==> src/rtl/irq_sync_gateway_pkg.sv <==
`default_nettype none
// ============================================================================
// Module : irq_sync_gateway_pkg
// Brief  : Shared interrupt definitions. Holds the per-line FSM encoding and
//          the helper that sizes claim/complete id ports.
// Rev    : 1.0  initial release
// ============================================================================
package irq_sync_gateway_pkg;

    // Per-line gateway state; encoding is fixed so debug views stay stable
    typedef enum logic [1:0] {
        ST_IDLE     = 2'd0,
        ST_PENDING  = 2'd1,
        ST_INFLIGHT = 2'd2
    } line_state_t;

    // Width of an id able to address n lines, never narrower than one bit
    function automatic int id_width(input int n);
        return (n > 1) ? $clog2(n) : 1;
    endfunction

endpackage
`default_nettype wire

==> src/rtl/irq_gateway_line.sv <==
`default_nettype none
// ============================================================================
// Module : irq_gateway_line
// Brief  : One interrupt line: input synchronizer, edge history, missed-edge
//          bit and IDLE/PENDING/INFLIGHT handshake FSM.
// Rev    : 1.0  initial release
// ============================================================================
module irq_gateway_line
    import irq_sync_gateway_pkg::*;
#(
    parameter int SYNC_STAGES = 2
) (
    input  logic clock,
    input  logic reset,
    input  logic irq_raw,
    input  logic edge_mode,
    input  logic claim,
    input  logic complete,
    output logic pending
);

    logic [SYNC_STAGES-1:0] r_sync;
    logic                   r_prev;
    logic                   r_missed;
    logic                   r_mode;
    logic                   r_pending;
    line_state_t            r_state;

    logic w_sync;
    logic w_rise;
    logic w_trigger;
    logic w_busy_rise;

    assign w_sync      = r_sync[SYNC_STAGES-1];
    // r_prev resets to 0, so a line already high at release reads as an edge
    assign w_rise      = w_sync & ~r_prev;
    assign w_trigger   = edge_mode ? w_rise : w_sync;
    // Outside IDLE the mode captured on the last IDLE cycle governs the line
    assign w_busy_rise = r_mode & w_rise;
    assign pending     = r_pending;

    // Shift the raw line through the synchronizer chain
    always_ff @(posedge clock or posedge reset) begin
        if (reset) begin
            r_sync <= '0;
        end else begin
            r_sync <= {r_sync[SYNC_STAGES-2:0], irq_raw};
        end
    end

    // Line FSM with edge history, missed-edge memory and registered pending
    always_ff @(posedge clock or posedge reset) begin
        if (reset) begin
            r_state   <= ST_IDLE;
            r_prev    <= 1'b0;
            r_missed  <= 1'b0;
            r_mode    <= 1'b0;
            r_pending <= 1'b0;
        end else begin
            r_prev <= w_sync;
            case (r_state)
                ST_IDLE: begin
                    r_mode <= edge_mode;
                    if (w_trigger) begin
                        r_state   <= ST_PENDING;
                        r_pending <= 1'b1;
                    end
                end
                ST_PENDING: begin
                    if (w_busy_rise) begin
                        r_missed <= 1'b1;
                    end
                    if (claim) begin
                        r_state   <= ST_INFLIGHT;
                        r_pending <= 1'b0;
                    end
                end
                ST_INFLIGHT: begin
                    if (complete) begin
                        // A held or coincident edge goes straight back to pending
                        r_missed <= 1'b0;
                        if (r_missed || w_busy_rise) begin
                            r_state   <= ST_PENDING;
                            r_pending <= 1'b1;
                        end else begin
                            r_state   <= ST_IDLE;
                            r_pending <= 1'b0;
                        end
                    end else if (w_busy_rise) begin
                        r_missed <= 1'b1;
                    end
                end
                default: begin
                    r_state   <= ST_IDLE;
                    r_pending <= 1'b0;
                end
            endcase
        end
    end

endmodule
`default_nettype wire

==> src/rtl/irq_sync_gateway.sv <==
`default_nettype none
// ============================================================================
// Module : irq_sync_gateway
// Brief  : Interrupt gateway. Synchronizes NUM_IRQ raw lines, holds each as a
//          pending request until claimed and completed by the consumer.
// Rev    : 1.0  initial release
// ============================================================================
module irq_sync_gateway
    import irq_sync_gateway_pkg::*;
#(
    parameter int NUM_IRQ     = 2,
    parameter int SYNC_STAGES = 2
) (
    input  logic                            clock,
    input  logic                            reset,
    input  logic [NUM_IRQ-1:0]              irq_in,
    input  logic [NUM_IRQ-1:0]              edge_mode,
    output logic [NUM_IRQ-1:0]              irq_pending,
    input  logic                            claim_valid,
    input  logic [id_width(NUM_IRQ)-1:0]    claim_id,
    input  logic                            complete_valid,
    input  logic [id_width(NUM_IRQ)-1:0]    complete_id
);

    localparam int c_ID_W = id_width(NUM_IRQ);

    logic [NUM_IRQ-1:0] w_claim;
    logic [NUM_IRQ-1:0] w_complete;

    // Only ids below NUM_IRQ decode to a line; anything larger matches nothing
    for (genvar i = 0; i < NUM_IRQ; i++) begin : g_line
        assign w_claim[i]    = claim_valid    && (claim_id    == c_ID_W'(i));
        assign w_complete[i] = complete_valid && (complete_id == c_ID_W'(i));

        irq_gateway_line #(
            .SYNC_STAGES (SYNC_STAGES)
        ) u_line (
            .clock     (clock),
            .reset     (reset),
            .irq_raw   (irq_in[i]),
            .edge_mode (edge_mode[i]),
            .claim     (w_claim[i]),
            .complete  (w_complete[i]),
            .pending   (irq_pending[i])
        );
    end

endmodule
`default_nettype wire
==> config.mk <==
export PLATFORM = sky130hd
export DESIGN_NAME = irq_sync_gateway
export DESIGN_NICKNAME = d
export VERILOG_FILES = /design/src/rtl/irq_sync_gateway_pkg.sv /design/src/rtl/irq_gateway_line.sv /design/src/rtl/irq_sync_gateway.sv
export SDC_FILE = /design/constraint.sdc
export NUM_CORES = 1
export LEC_CHECK = 0
export BUFFER_PORTS_ARGS = -buffer_cell sky130_fd_sc_hd__clkbuf_2
export CAP_MARGIN = 20
export CORE_AREA = 2 2 45 47
export DETAILED_ROUTE_END_ITERATION = 8
export DIE_AREA = 0 0 47 49
export GPL_ROUTABILITY_DRIVEN = 0
export PLACE_DENSITY = 0.65
export SLEW_MARGIN = 5
export SYNTH_ARGS = -nofsm -noshare
export SYNTH_HDL_FRONTEND = slang
export SYNTH_SLANG_ARGS = --single-unit
==> constraint.sdc <==
create_clock -name clock -period 1.7 [get_ports clock]
set_clock_uncertainty 0.2 [all_clocks]
set_input_delay 0.17 -clock clock [delete_from_list [all_inputs] [get_ports clock]]
set_output_delay 0.17 -clock clock [all_outputs]
set_load 0.02 [all_outputs]
* After elaboration in Yosys (flattened, before gate mapping)
Cells that the tools add are included.
** Word-level totals
- Register bits after elaboration :: 16
- Input bits :: 10
- Output and inout port bits :: 2
- Word-level logic and storage cells :: 70
** Operators by class
- Equal/unequal tests :: 10
- Multiplexer cells :: 28
- Bitwise gates (word level) :: 8
- Reduce and logical (&&, ||, !) cells :: 12
** Operators with widths (count)
- $mux W1 :: 16
- $mux W2 :: 6
- $ne A2 B1 Y1 const B :: 6
- $pmux W2 S3 :: 2
- $pmux W1 S3 :: 2
- $reduce_and A3 Y1 :: 2
- $and A1 B1 Y1 :: 4
- $eq A2 B1 Y1 const B :: 2
- $eq A2 B2 Y1 const B :: 2
- $logic_and A1 B1 Y1 :: 4
- $logic_not A2 Y1 :: 2
- $not A1 Y1 :: 4
- $pmux W1 S2 :: 2
- $reduce_bool A2 Y1 :: 2
- $logic_or A1 B1 Y1 :: 2

* Depth between registers and ports, before layout
Gate-level depths: netlist of the first run.
- Depth in word-level cells :: 7
- Gate-level depth with buffers :: 5
- Gate-level depth less buffers :: 5

* Modules after synthesis
A second synthesis of the first run with hierarchy kept.
** Unflattened totals
- Cells, all modules :: 66
- Area, all modules :: 808.3 um^2
** By module, submodules not included
- irq_gateway_line :: instances 2, cells each 31, area an instance 387.9 um^2, sequential area each 200.2 um^2
- irq_sync_gateway :: instances 1, cells each 4, area an instance 32.5 um^2, sequential area each 0.0 um^2

* Worst setup path after synthesis of the first run
No wires, ideal clock.
- Path type :: reg2reg
- Start :: register g_line[1].u_line.r_state[0]
- End :: register g_line[1].u_line.r_pending
- Library setup time :: 0.125 ns
- Data arrival time :: 1.490 ns
- Data required time :: 1.375 ns
- Slack :: -0.115 ns
- Cell stages (with the launch flop) :: 5
- Buffers on the path :: 0
- Period minus slack after synthesis :: 1.815 ns
- Path through :: dfrtp_1 -> inv_1 -> ha_1 -> a222oi_1 -> mux2_2
** Between the ends
- Cells in the longest elaborated chain, start to end :: 3
- Elaborated cells between the ends (all ways) :: 8
- Classes of those cells :: eq/ne: 5; mux: 1; reduce/logical: 2
** Ends and longest elaborated chain
- from (decl) :: RTL line irq_gateway_line.sv:27 : line_state_t r_state;
- from (signal assigned) :: RTL line irq_gateway_line.sv:54 : r_state <= ST_IDLE;
- from (signal assigned) :: RTL line irq_gateway_line.sv:65 : r_state <= ST_PENDING;
- from (signal assigned) :: RTL line irq_gateway_line.sv:74 : r_state <= ST_INFLIGHT;
- $eq A2 B2 Y1, or another cell as far along :: RTL line irq_gateway_line.sv:61 : case (r_state)
- $ne A2 B1 Y1 (no line)
- $reduce_and A3 Y1 (no line)
- to (signal assigned) :: RTL line irq_gateway_line.sv:58 : r_pending <= 1'b0;
- to (signal assigned) :: RTL line irq_gateway_line.sv:66 : r_pending <= 1'b1;
- to (signal assigned) :: RTL line irq_gateway_line.sv:75 : r_pending <= 1'b0;
- to (decl) :: RTL line irq_gateway_line.sv:26 : logic r_pending;
Parallel ways exist; a longest one is shown, timed or not.
A chain may end at the register's enable or synchronous reset.

* Final worst setup path of the first run
- Start :: register g_line[1].u_line.r_state[0]
- End :: register g_line[1].u_line.r_state[0]
** Between the ends
- Cells in the longest elaborated chain, start to end :: 3
- Elaborated cells between the ends (all ways) :: 8
- Classes of those cells :: eq/ne: 5; mux: 1; reduce/logical: 2
** Ends and longest elaborated chain (RTL line)
- $eq A2 B2 Y1, or another cell as far along :: irq_gateway_line.sv:61
- $ne A2 B1 Y1 (no line)
- $reduce_and A3 Y1 (no line)
Parallel ways exist; a longest one is shown, timed or not.

==> results of run 1 <==
==> placed cells by master (no fill, tap or decap), drive strengths merged <==
cell	n
buf	16
dfrtp	16
clkbuf	15
mux2	8
ha	8
dlygate4sd3	7
inv	6
nand2	5
a21oi	4
nand4b	2
nand2b	2
a222oi	2
a41oi	2
a21bo	2
and4b	1
o22a	1
==> cells in the mapped netlist <==
master and n:
a21bo_1 1, a21bo_2 1, a21oi_1 4, a222oi_1 2
a41oi_1 2, and4b_2 1, buf_4 2, dfrtp_1 16
ha_1 8, inv_1 6, mux2_2 8, nand2_1 5
nand2b_1 2, nand4b_1 2, o22a_1 1
==> metrics by stage <==
| stage | utilization (%) | cell area (sq um) | TNS (ns) | setup slack, ns | hold slack (ns) |
|---|---|---|---|---|---|
| 2_1_floorplan | - | 782 | -0.410 | -0.0958 | -0.116 |
| 3_3_place_gp | 51.4 | 946 | -0.150 | -0.0341 | 0.0569 |
| 3_5_place_dp | 51.4 | 946 | -0.274 | -0.0677 | 0.0468 |
| 4_1_cts | 58.3 | 1070 | -0.275 | -0.0604 | 0.0539 |
| 5_1_grt | 60.1 | 1110 | -0.838 | -0.170 | 0.0884 |
| 6_report | 60.1 | 1110 | -0.208 | -0.0546 | 0.0622 |
==> registers in the layout, summed over array words and instances (netlist names) <==
name,cells
g_line.u_line.r_mode,2
g_line.u_line.r_state,4
g_line.u_line.pending,2
g_line.u_line.r_missed,2
g_line.u_line.r_sync,4
g_line.u_line.r_prev,2
==> power by group through the flow <==
stage / clock (mW) / combinational [mW] / sequential (mW)
global placement: 0 / 0.795 / 0.593
finish: 0.247 / 0.963 / 0.604
floorplan: 0 / 0.536 / 0.585
global route: 0.275 / 1.07 / 0.619
detailed placement: 0 / 0.806 / 0.599
CTS: 0.257 / 0.878 / 0.592
==> layer usage <==
metal	up-vias	wire length, um	track usage [%]
li1	287	-	-
met1	269	708	19.1
met2	11	635	18.0
met3	2	39	2.59
met4	0	14	9.26
met5	-	0	0
==> worst reg2reg max path, cell delays in order, from the launching register on <==
cell and delay [ns]:
dfrtp_1 0.40, inv_2 0.05, ha_2 0.18, a222oi_1 0.31, buf_4 0.18, mux2_2 0.32
==> kinds of logic after synthesis <==
family                   after synthesis  share of synthesized area, %
AO/OA/AOI/OAI                         11                          11.1
adder cells (fa/ha/maj)                8                          12.9
buffers and inverters                  8                          4.85
flip-flops                            16                          51.7
multiplexers                           8                          11.6
AND/OR/NAND/NOR                       10                          7.75
==> worst max-delay path by stage <==
stage                                                        from  slack [ns]                                 endpoint  cells past startpoint
final                     g_line[1].u_line.r_state[0]$_DFFE_PP0P_       -0.05  g_line[1].u_line.r_state[0]$_DFFE_PP0P_                      5
after global routing      g_line[1].u_line.r_state[0]$_DFFE_PP0P_       -0.17  g_line[1].u_line.r_state[0]$_DFFE_PP0P_                      5
after CTS                 g_line[1].u_line.r_state[0]$_DFFE_PP0P_       -0.06  g_line[1].u_line.r_state[1]$_DFFE_PP0P_                      5
after detailed placement  g_line[1].u_line.r_state[1]$_DFFE_PP0P_       -0.07  g_line[1].u_line.r_state[1]$_DFFE_PP0P_                      5
after global placement    g_line[1].u_line.r_state[1]$_DFFE_PP0P_       -0.03     g_line[1].u_line.pending$_DFFE_PP0P_                      5
after floorplan           g_line[1].u_line.r_state[0]$_DFFE_PP0P_        -0.1     g_line[1].u_line.pending$_DFFE_PP0P_                      4
==> timing repair <==
action | 4_1_cts | 5_1_grt
pin swaps | 1 | 1
setup buffers | 2 | 2
hold buffers | 7 | 0
gates resized for setup | 4 | 5
setup endpoints to repair | 6 | 6
hold endpoints to repair | 21 | 0
==> final cells by class <==
class	instances	share of cell area (%)
Sequential cell	16	36.3
Multi-Input combinational cell	37	33.2
Inverter	6	2.03
Clock buffer	4	3.28
Timing Repair Buffer	34	22.1
Tap cell	27	3.05
==> run summary, run 1 <==
Share of the yosys chip area belonging to registers: 51.7%
R2r startpoint: g_line[1].u_line.r_state[0]$_DFFE_PP0P_
Num CTS Buffers: 3
Worst EP required: 1.67 ns
Int Pwr: 1.23 mW
Logic pwr share: 53.1%
WP buf/inv: 2
Final Slew Violations: 0
Iteration-0 DRC Markers: 14
Detailed Route WL: 1400 um
# DRC: 0
R2R cell count: 5
Die X: 47 um
Worst-case clock buffer depth: 2
Via density: 4.59
GR Overflow Total: 0
Final Non-Filler Cells: 124
Fin crit share: 103%
ANT nets after route: 0
Power density cells: 1640 mW/mm^2
Synth top area share: 51.7%
Multi-input gate area: 368 sq um
Min-delay src: complete_valid
Yosys cell types: 15
CTS Sinks: 16
Vias in the first global route: 565
Worst setup margin: -0.0546 ns
DP Cell Count: 109
Synth Register Bits: 16
Row cnt: 16
Nets: 116
Power share of the sequential group: 33.3%
Total number of vias: 569
Hold Path End: g_line[0].u_line.r_missed$_DFFE_PP0P_
Die height: 49 um
Post-layout min period: 1.75 ns
Total track usage: 13.5%
Area contributors post-synth: dfrtp_1, ha_1, mux2_2, inv_1, a21oi_1
Clock-pin slew on the worst setup and hold paths: 0.09 ns
CORE AREA: 0.00184 sq mm
Critical path type: reg2reg
Finish-stage setup viols: 6
Unrepaired setup endpoints after global routing: true
Max cap viols: 0
CP delay by family, top: flip-flops
CTS tree: yes
Detailed placer's ending HPWL: 970 um
Crit-path cells: inv_2 > ha_2 > a222oi_1 > buf_4 > mux2_2
CP max-delay cell: dfrtp_1
H-tree Lvls: 1
Fmax: 570 MHz
Critical path's largest stage delay: 0.40 ns
IO buf count: 11
Drt pass-1 iters: 4
Mapped Cells: 61
Critical Path Start Type: flop
Fin. Hold Viols: 0
Area Overhead vs Synth: 43.0%
Power, Total: 1.81 mW
Number of synthesis warnings: 0
Hold depth: 3
Layout cells sized above 1: 50.5%
Cell taking the most area after synthesis: dfrtp_1
Failing checks: setup timing
Initial Util: 42.1%
Switching Fraction: 32.3%
Clock power frac: 13.6%
Synthesized area: 774 sq um
Worst slew pin tran: 0.590 ns
Worst slew margin: 60.6%
Syn_nets: 79
Register area: 402 sq um
Largest net degree at the start of global routing: 17
Endpoint type of the worst setup path: flop
Pleak: 0.542 nW
P_sw: 0.587 mW
Number of fill cells: 164
Avg WL per Cell: 11.3 um
Clk Latency, worst-skew pair: 0.28 ns
Hold Path Class: in2reg
Die area: 0.00230 sq mm
Root buffer cell: clkbuf_4
Avg Inst Size Synth: 12.7 sq um
Register-to-register setup slack: -0.05 ns
Worst vdd ir: 0.00101 V
RR Endpoint: g_line[1].u_line.r_state[0]$_DFFE_PP0P_
I/O pin cnt: 12
First-pass GRT wire length: 2220 um
Outcome: finished, violations left
Crit path max fanout: 3
Diodes inserted: 0
WP data arrival: 1.73 ns
Initial antenna violation count: 0
Note: power is estimated with default switching activity, not from simulation.
==> run 2, diff against run 1 <==
--- a/config.mk
+++ b/config.mk
@@ -5,14 +5,15 @@
 export SDC_FILE = /design/constraint.sdc
 export NUM_CORES = 1
 export LEC_CHECK = 0
+export ABC_AREA = 1
 export BUFFER_PORTS_ARGS = -buffer_cell sky130_fd_sc_hd__clkbuf_2
 export CAP_MARGIN = 20
-export CORE_AREA = 2 2 45 47
+export CORE_AREA = 2 2 47 49
 export DETAILED_ROUTE_END_ITERATION = 8
-export DIE_AREA = 0 0 47 49
+export DIE_AREA = 0 0 49 51
 export GPL_ROUTABILITY_DRIVEN = 0
-export PLACE_DENSITY = 0.65
 export SLEW_MARGIN = 5
 export SYNTH_ARGS = -nofsm -noshare
 export SYNTH_HDL_FRONTEND = slang
 export SYNTH_SLANG_ARGS = --single-unit
+export TNS_END_PERCENT = 10
==> run 2 against run 1 <==
  * The flow now finishes without violations
  * Non-clock buffer count fell by 18
  * Register-to-register slack improved by 0.27 ns
  * Clock power barely moved
  * Die area rose by 8.5%
  * Global-route usage fell by 0.78 points
  * Combinational power fell by 29%
  * Via count rose by 8.1%
  * Largest cell class unchanged
==> run summary, run 2 <==
Vias in the first global route: 603 (was 565)
Fin. Hold Viols: 0 (unchanged)
I/O pin cnt: 12 (unchanged)
Initial Util: 40.9% (was 42.1%)
H-tree Lvls: 1 (unchanged)
Worst slew margin: 59.3% (was 60.6%)
Unrepaired setup endpoints after global routing: false (was true)
Clk Latency, worst-skew pair: 0.28 ns (about the same)
Total number of vias: 615 (was 569)
Die area: 0.00250 sq mm (was 0.00230 sq mm)
Finish-stage setup viols: 0 (was 6)
Area contributors post-synth: dfrtp_1, nand2_1, ha_1, inv_1, nor2_4 (was dfrtp_1, ha_1, mux2_2, inv_1, a21oi_1)
Crit path max fanout: 5 (was 3)
Post-layout min period: 1.48 ns (was 1.75 ns)
Place WS: 0.221 ns (was -0.0677 ns)
Power density cells: 1500 mW/mm^2 (was 1640 mW/mm^2)
Detailed placer's ending HPWL: 1030 um (was 970 um)
Endpoint type of the worst setup path: flop (unchanged)
Top cells by count, synth: nand2_1, inv_1, dfrtp_1, ha_1 (was dfrtp_1, ha_1, mux2_2, inv_1, nand2_1)
Iteration-0 DRC Markers: 8 (was 14)
Worst hold slack: 0.0589 ns (was 0.0622 ns)
CP max-delay cell: dfrtp_1 (unchanged)
Clock-pin slew on the worst setup and hold paths: 0.09 ns (about the same)
Register area: 400 sq um (was 402 sq um)
Number of fill cells: 210 (was 164)
Synth top area share: 47.5% (was 51.7%)
Diodes inserted: 0 (unchanged)
ANT nets after route: 0 (unchanged)
Die X: 49 um (was 47 um)
Nets: 138 (was 116)
Critical path's largest stage delay: 0.40 ns (about the same)
Num CTS Buffers: 3 (unchanged)
Die height: 51 um (was 49 um)
Outcome: finished clean (was finished, violations left)
Post-DP Area: 918 sq um (was 946 sq um)
Final Cell Area: 0.00100 sq mm (was 0.00111 sq mm)
Number of synthesized flops with an enable pin: 0 (unchanged)
Avg Inst Size Synth: 8.35 sq um (was 12.7 sq um)
Final Slew Violations: 0 (unchanged)
First-pass GRT wire length: 2400 um (was 2220 um)
FFs w/ async S/R, synth: 100% (unchanged)
Max cap viols: 0 (unchanged)
Largest registers: g_line.u_line.r_state (4), g_line.u_line.r_sync (4) (unchanged)
Via density: 4.18 (was 4.59)
Pleak: 0.563 nW (was 0.542 nW)
Area Overhead vs Synth: 19.1% (was 43.0%)
CORE AREA: 0.00206 sq mm (was 0.00184 sq mm)
Largest net degree at the start of global routing: 17 (unchanged)
Synth Register Bits: 16 (unchanged)
Sum of negative setup slack: 0 ns (was -0.208 ns)
Top_reg_cell synth: dfrtp_1 (unchanged)
WP data arrival: 1.46 ns (was 1.73 ns)
Crit-path cells: inv_1 > ha_1 > nand2_1 > nand2_2 > nor2_4 > inv_2 > nand2_1 > nand2_1 (was inv_2 > ha_2 > a222oi_1 > buf_4 > mux2_2)
Initial antenna violation count: 0 (unchanged)
CP most frequent cell: nand2_1
Fin crit share: 87.1% (was 103%)
Leading cell types in the layout, fill and taps excluded: nand2_1, inv_1, dfrtp_1 (was buf_4, dfrtp_1, clkbuf_2)
Synthesized area: 843 sq um (was 774 sq um)
Worst vdd ir: 0.000854 V (was 0.00101 V)
Worst EP required: 1.68 ns (was 1.67 ns)
Worst setup margin: 0.219 ns (was -0.0546 ns)
Multi-input gate area: 345 sq um (was 368 sq um)
Worst slew pin tran: 0.610 ns (was 0.590 ns)
CTS Sinks: 16 (unchanged)
Critical path type: reg2reg (unchanged)
Commonest non-fill, non-tap cell in the layout: nand2_1 (was buf_4)
Hold Path Class: in2reg (unchanged)
Cts repair resizes: 0 (was 4)
Share of the yosys chip area belonging to registers: 47.5% (was 51.7%)
Worst-case clock buffer depth: 2 (unchanged)
Avg WL per Cell: 8.71 um (was 11.3 um)
Mapped Cells: 101 (was 61)
Row cnt: 17 (was 16)
Number of synthesis warnings: 0 (unchanged)
Drt pass-1 iters: 3 (was 4)
Root buffer cell: clkbuf_4 (unchanged)
Total track usage: 12.7% (was 13.5%)
GR Overflow Total: 0 (unchanged)
CTS tree: yes (unchanged)
Power, Total: 1.50 mW (was 1.81 mW)
Critical Path Start Type: flop (unchanged)
Yosys cell types: 16 (was 15)
Fmax: 675 MHz (was 570 MHz)
Detailed Route WL: 1280 um (was 1400 um)
Count leader, synth: nand2_1 (was dfrtp_1)
Cell taking the most area after synthesis: dfrtp_1 (unchanged)
Layout cells sized above 1: 20.2% (was 50.5%)
Syn_nets: 119 (was 79)
IO buf count: 11 (unchanged)
# DRC: 0 (unchanged)
run 2: stage by stage:
step                instances  utilization, %
finish                    147            48.7
global route              147            48.7
global placement          138            44.5
floorplan                 101               -
CTS                       147            48.7
detailed placement        138            44.5
run 2: logic make-up (layout without fill, tap and decap cells):
kind of cell	after synthesis	count (layout)	synth area share [%]
AO/OA/AOI/OAI	8	8	5.19
adder cells (fa/ha/maj)	8	8	11.9
buffers and inverters	24	42	11.6
flip-flops	16	16	47.5
AND/OR/NAND/NOR	45	45	23.9
run 2: cell type report:
class | instances | share of cell area (%)
flip-flops and latches | 16 | 39.9
inverters | 22 | 8.22
well taps | 28 | 3.49
repair buffers | 16 | 10.5
clock buffers | 4 | 3.61
multi-input cells | 61 | 34.4
run 2: what timing repair did:
| action | 4_1_cts | 5_1_grt |
|---|---|---|
| hold buffers | 5 | 0 |
| buffers inserted | 0 | 0 |
| hold endpoints to repair | 20 | 0 |
run 2: path summary, 6_finish.rpt:
check,start,depth (start not counted),slack [ns],to
setup / recovery,g_line[1].u_line.r_state[0]$_DFFE_PP0P_,8,0.22,g_line[1].u_line.r_state[0]$_DFFE_PP0P_
hold / removal,complete_id,4,0.06,g_line[1].u_line.r_missed$_DFFE_PP0P_
setup reg to reg,g_line[1].u_line.r_state[0]$_DFFE_PP0P_,8,0.22,g_line[1].u_line.r_state[0]$_DFFE_PP0P_
hold reg to reg,g_line[1].u_line.r_sync[0]$_DFF_PP0_,0,0.16,g_line[1].u_line.r_sync[1]$_DFF_PP0_
max in group asynchronous,reset,3,0.63,g_line[0].u_line.r_sync[1]$_DFF_PP0_
min in group asynchronous,reset,3,0.28,g_line[1].u_line.r_sync[0]$_DFF_PP0_
run 2: layer usage:
layer | share of wire (%) | global-route usage [%] | wire length [um] | vias up
met1 | 45 | 13.7 | 578 | 271
met2 | 52 | 23.3 | 660 | 5
met3 | 2.0 | 1.75 | 26 | 2
met4 | 1.1 | 8.57 | 14 | 0
li1 | - | - | - | 337
met5 | 0 | 0 | 0 | -
run 2: worst max-delay path, delay by kind of cell (launching register included):
| family | cells | cell delay [ns] |
|---|---|---|
| adders and majority gates | 1 | 0.23 |
| DFF | 1 | 0.40 |
| and+or+nand+nor | 5 | 0.41 |
| buffers and inverters | 2 | 0.13 |
run 2: power breakdown:
part / switching (mW) / internal (mW) / leakage [nW] / total (mW)
Combinational: 0.415 / 0.266 / 0.346 / 0.681
Sequential: 0.0732 / 0.503 / 0.195 / 0.577
Clock: 0.117 / 0.130 / 0.0210 / 0.247
==> run 3, diff against run 2 <==
--- a/config.mk
+++ b/config.mk
@@ -12,6 +12,7 @@
 export DETAILED_ROUTE_END_ITERATION = 8
 export DIE_AREA = 0 0 49 51
 export GPL_ROUTABILITY_DRIVEN = 0
+export SETUP_SLACK_MARGIN = 0.5
 export SLEW_MARGIN = 5
 export SYNTH_ARGS = -nofsm -noshare
 export SYNTH_HDL_FRONTEND = slang
==> run 3 against run 2 <==
  * Register-to-register slack improved by 0.08 ns
  * Largest power group unchanged
  * Wire length increased by 1.3%
  * Clock power decreased by 2%
  * Critical path type unchanged
  * Worst setup slack improved by 0.079 ns
  * Sequential cell count unchanged
  * Cell area increased by 5.6%
  * Combinational power increased by 12%
  * Sequential power increased by 3%
  * Hold slack improved by 0.010 ns
  * Critical endpoint is now g_line[0].u_line.r_state[0]$_DFFE_PP0P_
  * Sequential share of layout area decreased by 2.0 points
  * Maximum frequency increased by 5.6%
==> run summary, run 3 (same netlist as run 2, synthesis figures left out) <==
Outcome: finished clean (unchanged)
Initial antenna violation count: 0 (unchanged)
P_sw: 0.643 mW (was 0.605 mW)
First-pass GRT wire length: 2430 um (was 2400 um)
CTS Sinks: 16 (unchanged)
Int Pwr: 0.953 mW (was 0.900 mW)
Crit path max fanout: 5 (unchanged)
Nets: 140 (was 138)
Endpoint type of the worst setup path: flop (unchanged)
Num CTS Buffers: 3 (unchanged)
Layout cells sized above 1: 32.2% (was 20.2%)
Die height: 51 um (unchanged)
R2r startpoint: g_line[0].u_line.r_state[0]$_DFFE_PP0P_ (was g_line[1].u_line.r_state[0]$_DFFE_PP0P_)
Power share of the sequential group: 37.1% (was 38.3%)
Root buffer cell: clkbuf_4 (unchanged)
Iteration-0 DRC Markers: 7 (was 8)
Power density cells: 1500 mW/mm^2 (about the same)
Critical Path Start Type: flop (unchanged)
Power, Total: 1.60 mW (was 1.50 mW)
Fmax: 713 MHz (was 675 MHz)
Fin. Hold Viols: 0 (unchanged)
WP data arrival: 1.38 ns (was 1.46 ns)
Area Overhead vs Synth: 25.8% (was 19.1%)
Clock-pin slew on the worst setup and hold paths: 0.09 ns (about the same)
Avg WL per Cell: 8.70 um (was 8.71 um)
Detailed placer's ending HPWL: 1020 um (was 1030 um)
Vias in the first global route: 629 (was 603)
Number of fill cells: 202 (was 210)
Post-layout min period: 1.40 ns (was 1.48 ns)
Leading cell types in the layout, fill and taps excluded: nand2_1, inv_1, dfrtp_1 (unchanged)
Via density: 4.21 (was 4.18)
Max cap viols: 0 (unchanged)
Sum of negative setup slack: 0 ns (unchanged)
ANT nets after route: 0 (unchanged)
# DRC: 0 (unchanged)
Hold Path Class: in2reg (unchanged)
Worst slew margin: 61.2% (was 59.3%)
Unrepaired setup endpoints after global routing: true (was false)
I/O pin cnt: 12 (unchanged)
Crit. Startpoint: g_line[0].u_line.r_state[0]$_DFFE_PP0P_ (was g_line[1].u_line.r_state[0]$_DFFE_PP0P_)
Total track usage: 13.1% (was 12.7%)
Initial Util: 40.9% (unchanged)
Clock power frac: 15.2% (was 16.4%)
Logic pwr share: 47.7% (was 45.3%)
Worst-case clock buffer depth: 2 (unchanged)
Diodes inserted: 0 (unchanged)
Switching Fraction: 40.3% (was 40.2%)
Commonest non-fill, non-tap cell in the layout: nand2_1 (unchanged)
Detailed Route WL: 1300 um (was 1280 um)
Die X: 49 um (unchanged)
Drt pass-1 iters: 4 (was 3)
Worst vdd ir: 0.000977 V (was 0.000854 V)
Total number of vias: 627 (was 615)
Final Slew Violations: 0 (unchanged)
GR Overflow Total: 0 (unchanged)
Pleak: 0.564 nW (was 0.563 nW)
IO buf count: 11 (unchanged)
Clk Latency, worst-skew pair: 0.28 ns (about the same)
CORE AREA: 0.00206 sq mm (unchanged)
Die area: 0.00250 sq mm (unchanged)
Largest registers: g_line.u_line.r_state (4), g_line.u_line.r_sync (4) (unchanged)
Worst EP required: 1.68 ns (about the same)
Fin crit share: 82.5% (was 87.1%)
Finish-stage setup viols: 0 (unchanged)
Min-delay src: complete_id (unchanged)
Largest net degree at the start of global routing: 17 (unchanged)
H-tree Lvls: 1 (unchanged)
Worst slew pin tran: 0.581 ns (was 0.610 ns)
CTS tree: yes (unchanged)
Critical path type: reg2reg (unchanged)
Row cnt: 17 (unchanged)
[run 3: changes by cell type in the layout (fill, tap and decap cells not counted), sizes merged]
cell  change
buf       +2
[run 3: per-stage QoR]
step | util (%) | hold slack (ns) | setup WS, ns | instance area [sq um] | std cells
after floorplan | - | -0.116 | 0.402 | 856 | 101
after global placement | 45.1 | 0.0488 | 0.332 | 931 | 138
after detailed placement | 45.1 | 0.0555 | 0.303 | 931 | 138
after CTS | 49.8 | 0.0639 | 0.296 | 1030 | 148
after global routing | 51.4 | 0.111 | 0.202 | 1060 | 149
final | 51.4 | 0.0693 | 0.297 | 1060 | 149
[run 3: layer usage]
layer / routed length (um) / global-route usage [%]
met3: 36 / 1.75
met1: 575 / 13.5
met5: 0 / 0
met2: 643 / 24.2
met4: 40 / 10.0
[run 3: layout make-up]
type	count	area [sq um]	share of cell area [%]
tap	28	35.0	3.30
timing repair buffer	18	120	11.3
multi-input combinational	61	385	36.3
inverter	22	82.6	7.78
clock buffer	4	36.3	3.42
sequential	16	402	37.9
[run 3: timing repair]
action,4_1_cts,5_1_grt
buffers inserted,1,1
hold buffers,5,0
cloned,0,0
gates resized for setup,2,6
endpoints found under the setup margin,12,28
hold endpoints to repair,20,0
pin swaps,1,3
[run 3: path summary, 6_finish.rpt]
kind | cells after the start | to | slack, ns
hold reg to reg | 0 | g_line[1].u_line.r_sync[1]$_DFF_PP0_ | 0.15
min in group asynchronous | 3 | g_line[0].u_line.r_missed$_DFFE_PP0P_ | 0.27
setup reg to reg | 8 | g_line[0].u_line.r_state[0]$_DFFE_PP0P_ | 0.30
max in group asynchronous | 3 | g_line[1].u_line.r_state[0]$_DFFE_PP0P_ | 0.62
setup / recovery | 8 | g_line[0].u_line.r_state[0]$_DFFE_PP0P_ | 0.30
hold / removal | 4 | g_line[1].u_line.r_missed$_DFFE_PP0P_ | 0.07
[run 3: power by group through the flow]
| stage | Combinational [mW] | Clock [mW] | Sequential, mW |
|---|---|---|---|
| 5_1_grt | 0.900 | 0.271 | 0.611 |
| 6_report | 0.761 | 0.243 | 0.592 |
| 2_1_floorplan | 0.594 | 0 | 0.574 |
| 4_1_cts | 0.730 | 0.254 | 0.581 |
| 3_5_place_dp | 0.692 | 0 | 0.591 |
| 3_3_place_gp | 0.680 | 0 | 0.585 |
[run 3: worst max-delay path, stage by stage (launching register included)]
cell,delay (ns)
dfrtp_1,0.42
inv_2,0.06
ha_2,0.20
nand2_2,0.07
nand2_2,0.06
nor2_4,0.15
inv_2,0.05
nand2_1,0.05
nand2_1,0.05
